File: src/rtl/fifo_read_ctrl_if.sv
// Read-side bundle of the RAM-backed FIFO: the write pointer coming in from the
// write side, the synchronous RAM read port, the consumer stream and the status
// outputs. "master" is the read controller; "slave" is everything around it.
interface fifo_read_ctrl_if #(
   parameter int WIDTH     = 8,
   parameter int DEPTH_LOG = 8
);
   // Pointer from the write-side controller (one extra wrap bit)
   logic [DEPTH_LOG:0]   ram_write_addr;

   // Synchronous RAM read port, one-cycle latency
   logic                 ram_read_req;
   logic [DEPTH_LOG:0]   ram_read_addr;
   logic [WIDTH-1:0]     ram_read_data;

   // First-word-fall-through consumer stream
   logic                 out_valid;
   logic [WIDTH-1:0]     out_data;
   logic                 out_ready;

   // Status
   logic                 fifo_empty;
   logic [DEPTH_LOG+1:0] fifo_count;

   modport master (
      input  ram_write_addr,
      input  ram_read_data,
      input  out_ready,
      output ram_read_req,
      output ram_read_addr,
      output out_valid,
      output out_data,
      output fifo_empty,
      output fifo_count
   );

   modport slave (
      output ram_write_addr,
      output ram_read_data,
      output out_ready,
      input  ram_read_req,
      input  ram_read_addr,
      input  out_valid,
      input  out_data,
      input  fifo_empty,
      input  fifo_count
   );
endinterface

File: src/rtl/fifo_read_ctrl.sv
// Read-side controller for the RAM-backed FIFO. Owns the read pointer, issues
// reads to a one-cycle-latency synchronous RAM and hides that latency behind a
// 2-entry output buffer so the consumer sees a first-word-fall-through stream.
// Reads are only issued when the buffer is guaranteed to have room for the
// returning word, so at most two words are ever committed (buffered + in flight).
module fifo_read_ctrl #(
   parameter int WIDTH     = 8,
   parameter int DEPTH_LOG = 8
) (
   input  logic             clk,
   input  logic             rst,
   fifo_read_ctrl_if.master bus
);

   localparam int PW = DEPTH_LOG + 1;   // pointer width including wrap bit

   // Output buffer occupancy, kept as a small FSM
   typedef enum logic [1:0] {
      BUF_EMPTY = 2'd0,
      BUF_ONE   = 2'd1,
      BUF_TWO   = 2'd2
   } buf_state_t;

   buf_state_t        r_occ;
   buf_state_t        w_occ_nxt;

   logic [PW-1:0]     r_wr_ptr_q;       // write pointer delayed one cycle
   logic [PW-1:0]     r_rd_ptr;
   logic              r_inflight;       // read issued, data arrives this cycle
   logic [WIDTH-1:0]  r_buf0;           // head word
   logic [WIDTH-1:0]  r_buf1;

   logic [1:0]        w_occ_bits;
   logic [PW-1:0]     w_ram_level;
   logic              w_ram_avail;
   logic              w_pop;
   logic [1:0]        w_committed;
   logic              w_read_req;
   logic              w_slot_hi;
   logic [WIDTH-1:0]  w_buf0_nxt;
   logic [WIDTH-1:0]  w_buf1_nxt;

   assign w_occ_bits  = r_occ;

   // Using the delayed write pointer guarantees a word is never read in the
   // same cycle it is written, giving the RAM write a full cycle to land.
   // The full-width compare keeps a full RAM (wrap bits differ) distinct
   // from an empty one.
   assign w_ram_avail = (r_wr_ptr_q != r_rd_ptr);
   assign w_ram_level = r_wr_ptr_q - r_rd_ptr;

   assign w_pop       = (r_occ != BUF_EMPTY) & bus.out_ready;

   // Words still owned by the buffer after this edge, excluding a new read.
   // Cannot underflow: a pop requires at least one buffered word.
   assign w_committed = w_occ_bits + {1'b0, r_inflight} - {1'b0, w_pop};

   // Issue only if the returning word is certain to find a free slot
   assign w_read_req  = w_ram_avail & (w_committed < 2'd2);

   // Returning word goes behind whatever survives the pop
   assign w_slot_hi   = ((w_occ_bits - {1'b0, w_pop}) != 2'd0);

   // Occupancy next state: +1 on capture, -1 on pop
   always_comb begin
      // NOTE: every always_comb output gets a default first so no path
      // leaves it unassigned and infers a latch.
      w_occ_nxt = r_occ;
      unique case (r_occ)
         BUF_EMPTY: begin
            if (r_inflight) w_occ_nxt = BUF_ONE;
         end
         BUF_ONE: begin
            if (w_pop && !r_inflight)      w_occ_nxt = BUF_EMPTY;
            else if (!w_pop && r_inflight) w_occ_nxt = BUF_TWO;
         end
         BUF_TWO: begin
            // Reads are throttled so no capture can arrive while full
            if (w_pop) w_occ_nxt = BUF_ONE;
         end
         default: w_occ_nxt = BUF_EMPTY;
      endcase
   end

   // Buffer contents next state: shift on pop, then place the RAM word
   always_comb begin
      w_buf0_nxt = r_buf0;
      w_buf1_nxt = r_buf1;
      if (w_pop) begin
         w_buf0_nxt = r_buf1;
      end
      if (r_inflight) begin
         if (w_slot_hi) w_buf1_nxt = bus.ram_read_data;
         else           w_buf0_nxt = bus.ram_read_data;
      end
   end

   // State registers with synchronous reset
   always_ff @(posedge clk) begin
      // NOTE: sequential state uses non-blocking assignments so every
      // register samples pre-edge values regardless of statement order.
      if (rst) begin
         r_wr_ptr_q <= '0;
         r_rd_ptr   <= '0;
         r_inflight <= 1'b0;
         r_occ      <= BUF_EMPTY;
         // NOTE: the buffer entries are reset too, because out_data is
         // visible to the consumer and must read zero after reset.
         r_buf0     <= '0;
         r_buf1     <= '0;
      end else begin
         r_wr_ptr_q <= bus.ram_write_addr;
         if (w_read_req) begin
            r_rd_ptr <= r_rd_ptr + {{DEPTH_LOG{1'b0}}, 1'b1};
         end
         r_inflight <= w_read_req;
         r_occ      <= w_occ_nxt;
         r_buf0     <= w_buf0_nxt;
         r_buf1     <= w_buf1_nxt;
      end
   end

   assign bus.ram_read_req  = w_read_req;
   assign bus.ram_read_addr = r_rd_ptr;
   assign bus.out_valid     = (r_occ != BUF_EMPTY);
   assign bus.out_data      = r_buf0;
   assign bus.fifo_empty    = (r_occ == BUF_EMPTY) & ~r_inflight & ~w_ram_avail;

   // Total words held: in the RAM, in flight, and buffered
   assign bus.fifo_count    = {1'b0, w_ram_level}
                            + {{DEPTH_LOG{1'b0}}, w_occ_bits}
                            + {{PW{1'b0}}, r_inflight};

endmodule
File: src/flat_wrapper.sv
// flat-port wrapper written by rule: the top's interface ports become plain ports
module fifo_read_ctrl_flat 
#(
   parameter int WIDTH     = 8,
   parameter int DEPTH_LOG = 8
)
  (clk, rst, bus_ram_write_addr, bus_ram_read_data, bus_out_ready, bus_ram_read_req, bus_ram_read_addr, bus_out_valid, bus_out_data, bus_fifo_empty, bus_fifo_count);
  fifo_read_ctrl_if #(.WIDTH(WIDTH), .DEPTH_LOG(DEPTH_LOG)) bus_i ();
  input  logic clk;
  input  logic rst;
  input wire logic [$bits(bus_i.ram_write_addr)-1:0] bus_ram_write_addr;
  input wire logic [$bits(bus_i.ram_read_data)-1:0] bus_ram_read_data;
  input wire logic [$bits(bus_i.out_ready)-1:0] bus_out_ready;
  output wire logic [$bits(bus_i.ram_read_req)-1:0] bus_ram_read_req;
  output wire logic [$bits(bus_i.ram_read_addr)-1:0] bus_ram_read_addr;
  output wire logic [$bits(bus_i.out_valid)-1:0] bus_out_valid;
  output wire logic [$bits(bus_i.out_data)-1:0] bus_out_data;
  output wire logic [$bits(bus_i.fifo_empty)-1:0] bus_fifo_empty;
  output wire logic [$bits(bus_i.fifo_count)-1:0] bus_fifo_count;
  assign bus_i.ram_write_addr = bus_ram_write_addr;
  assign bus_i.ram_read_data = bus_ram_read_data;
  assign bus_i.out_ready = bus_out_ready;
  assign bus_ram_read_req = bus_i.ram_read_req;
  assign bus_ram_read_addr = bus_i.ram_read_addr;
  assign bus_out_valid = bus_i.out_valid;
  assign bus_out_data = bus_i.out_data;
  assign bus_fifo_empty = bus_i.fifo_empty;
  assign bus_fifo_count = bus_i.fifo_count;
  fifo_read_ctrl #(.WIDTH(WIDTH), .DEPTH_LOG(DEPTH_LOG)) u_core (.clk(clk), .rst(rst), .bus(bus_i));
endmodule
File: config.mk
export PLATFORM = sky130hd
export DESIGN_NAME = fifo_read_ctrl_flat
export DESIGN_NICKNAME = d
export VERILOG_FILES = /design/src/rtl/fifo_read_ctrl_if.sv /design/src/rtl/fifo_read_ctrl.sv /design/src/flat_wrapper.sv
export SDC_FILE = /design/constraint.sdc
export NUM_CORES = 1
export LEC_CHECK = 0
export CAP_MARGIN = 40
export CORE_UTILIZATION = 52
export CTS_BUF_LIST = sky130_fd_sc_hd__clkbuf_8
export DETAILED_ROUTE_END_ITERATION = 16
export MAX_ROUTING_LAYER = met4
export PLACE_DENSITY = 0.92
export SLEW_MARGIN = 20
export SYNTH_ARGS = -nofsm -noshare
export SYNTH_HDL_FRONTEND = slang
export SYNTH_SLANG_ARGS = --single-unit
File: constraint.sdc
create_clock -name clk -period 2.9 [get_ports clk]
set_clock_uncertainty 0.05 [all_clocks]
set_input_delay 0.435 -clock clk [delete_from_list [all_inputs] [get_ports clk]]
set_output_delay 0.435 -clock clk [all_outputs]
set_load 0.01 [all_outputs]
==> impl_results.md <==
* All-Layer GR Usage at 0.2733
* Final slew viol count at 0
* Synth top area share at 0.3358
* First-pass GRT wire length at 8852 µm
* Drt first pass iters at 5
* Setup TNS at 0 ns
* Clock Tree Root: clkbuf_8
* Crit path buf inv count at 2
* Input/output buffers at 49
* Critical Path Stages at 9
* Rows at 23
* Initial DRC count at 122
* Setup-failing EPs final at 0
* CTS buffer count at 5
* Clock power share at 0.140
* P_sw at 938.5 µW
* DP Worst Slack at -0.2184 ns
* CP top delay family: simple AND/OR/NAND/NOR gates
* Syn Nets at 276
* Reg clk slew, reported paths at 0.07 ns
* Initial Utilization at 0.5475
* RSZ-0062 raised after global routing: yes
* Number of global-route vias before repair at 1,927
* Chip height at 67.13 µm
* Post-synthesis sequential area ratio at 0.3358
* Die ar. at 4506 µm²
* Critical Path Start Type: flip-flop
* Tmin final at 2.857 ns
* Remaining antenna violation count at 0
* Number of enable flip-flop cells after synthesis at 0
* Synth cell types at 50
* Area growth syn-to-layout at 44.58%
* Ys Warns at 0
* Max_slew headroom at 0.6212
* Power per Cell Area at 770.0 nW/µm²
* Fin. Hold Viols at 0
* WHS Path Cells at 2
* Die X at 67.13 µm
* Layout cells sized above 1 at 0.2795
* Remaining DRCs at 0
* Post-layout worst setup margin at 0.04263 ns
* Wire per inst at 16.20 µm
* Count leader, synth: dfxtp_1
* Top cells by count, synth: dfxtp_1 (37), nor2_1 (31), inv_1 (19)
* Sequential fraction of design power at 0.264
* Fmax at 350.0 MHz
* CP max FO at 3
* Crit path required time at 2.41 ns
* Via Count at 2,060
* Yosys reg bits at 37
* Crit-path cells: inv_1 -> ha_1 -> nor2b_2 -> o22a_4 -> xor2_1 -> nand3_1 -> nor3_2 -> xnor2_1 -> clkbuf_2
* CTS tree: yes
* Largest net degree at the start of global routing at 25
* Peak VDD IR at 580.8 µV
* Worst-margin pin slew at 0.5681 ns
* Mapped Cells at 242
* Power Total at 2456 µW
* Number of clock sinks at 37
* Core Area at 4029 µm²
* H-Tree Depth at 2
* Crit-path max cell delay at 0.37 ns
* GRT Residual Overflow at 0
* Final #Nets at 355
* Initial antenna violation count at 0
* Hold WC Path Type: reg -> reg
* Post-synthesis cell area at 2206 µm²
* IO Count at 50
* Worst Setup Path Type: reg -> out
* Max-capacitance violation count at 0
* Synth async-reset ratio at 0
* Lkg Pwr at 0.001404 µW
* Critical Path AT at 2.37 ns
* GP Congestion at 0.8568
* R2R depth at 11
* Pint at 1517 µW
* Final period utilization at 0.9853
* Dpl hpwl at 3962 µm
* Slowest-stage cell, CP: dfxtp_4
* Syn Area/Cell at 9.115 µm²
* Switching share of power at 0.3822
* WL final at 6026 µm
* Synth top area cells: dfxtp_1 (34%), mux2i_1 (7.7%), xnor2_1 (7.1%)
* # fillers at 243
* Post-synth top area cell: dfxtp_1
* Setup crit end kind: output pin
* Ys flop type: dfxtp_1
* Vias per std cell at 5.538
* Final core occ at 0.7916
* Bufs on Longest Clock Path at 2
* ANT cells at 0
* Logic pwr share at 0.596
* Final hold slack at 0.4512 ns
* Status: finished clean
* Clock Latency Late Sink at 0.29 ns
## area by class of cell
class                   instances  area, µm²  area share
flip-flops and latches         37      747.0      0.2342
inverters                      19      71.32     0.02236
well taps                      50      62.56     0.01962
repair buffers                 84      724.4      0.2271
multi-input cells             174       1501      0.4708
clock inverters                 3      13.76    0.004315
clock buffers                   5      68.82     0.02158
## through the flow
stage                     instances  instance area (µm²)
after floorplan                 242                 2206
after global placement          363                 2949
after detailed placement        363                 2949
after CTS                       371                 3090
after global routing            372                 3189
final                           372                 3189
## path summary, 6_finish.rpt
kind	startpoint	end	slack (ns)
max	u_core.bus.ram_read_addr[1]	bus_fifo_count[6]	0.04
min	u_core.r_buf1[4]	u_core.r_buf1[4]	0.45
min reg2reg	u_core.r_buf1[4]	u_core.r_buf1[4]	0.45
max reg2reg	u_core.r_occ[1]	u_core.bus.ram_read_addr[8]	0.35
## sequential cells by signal, summed over array words and instances, names as in the netlist
name                      flops
u_core.bus.out_data           8
u_core.r_occ                  2
u_core.bus.ram_read_addr      9
u_core.r_buf1                 8
u_core.r_inflight             1
u_core.r_wr_ptr_q             9
## worst min-delay path, stage by stage (launching register included)
cell and delay (ns):
dfxtp_1 0.33, mux2i_1 0.07, nor2_1 0.07
## power by group through the flow
stage	sequential [µW]	clock, µW	combinational, µW
global route	656	376	1570
detailed placement	645	0	1310
floorplan	677	0	674
CTS	637	341	1310
global placement	642	0	1270
finish	648	343	1460
## what timing repair did
item / 4_1_cts / 5_1_grt
gates cloned: 0 / 0
endpoints found under the setup margin: 10 / 10
hold buffers: 0 / 0
endpoints found under the hold margin: 0 / 0
gates resized for setup: 40 / 31
pin swaps: 6 / 11
setup buffers: 0 / 1
## layout by cell type, fill, tap and decap left out, drive strengths merged, types with 3 or more instances in the layout
cell type       n
a211oi          8
a21oi           6
a311oi          3
and3            3
buf            39
clkbuf          9
clkdlybuf4s50  38
dfxtp          37
fa              3
ha             11
inv            20
mux2i          17
nand2           5
nand3           4
nand4           7
nor2           32
nor2b          15
nor3            7
o21ai           6
or2             3
xnor2          18
xor2            5
## logic make-up (layout without fill, tap and decap cells)
logic type | after synthesis | after routing | share of synthesized area
AO/OA/AOI/OAI | 34 | 34 | 0.1237
XOR/XNOR | 23 | 23 | 0.09472
buffers and inverters | 31 | 111 | 0.06183
multiplexers | 18 | 18 | 0.08394
adder cells (fa/ha/maj) | 14 | 14 | 0.08962
AND/OR/NAND/NOR | 85 | 85 | 0.2104
flip-flops | 37 | 37 | 0.3358
## layer usage
metal | vias to the layer above | global-route usage | wire (µm)
li1 | 987 | - | -
met1 | 960 | 0.2996 | 2315
met2 | 91 | 0.4750 | 3195
met3 | 22 | 0.06419 | 325
met4 | 0 | 0.1064 | 189
met5 | - | - | 0
Note: power is estimated with default switching activity, not from simulation.
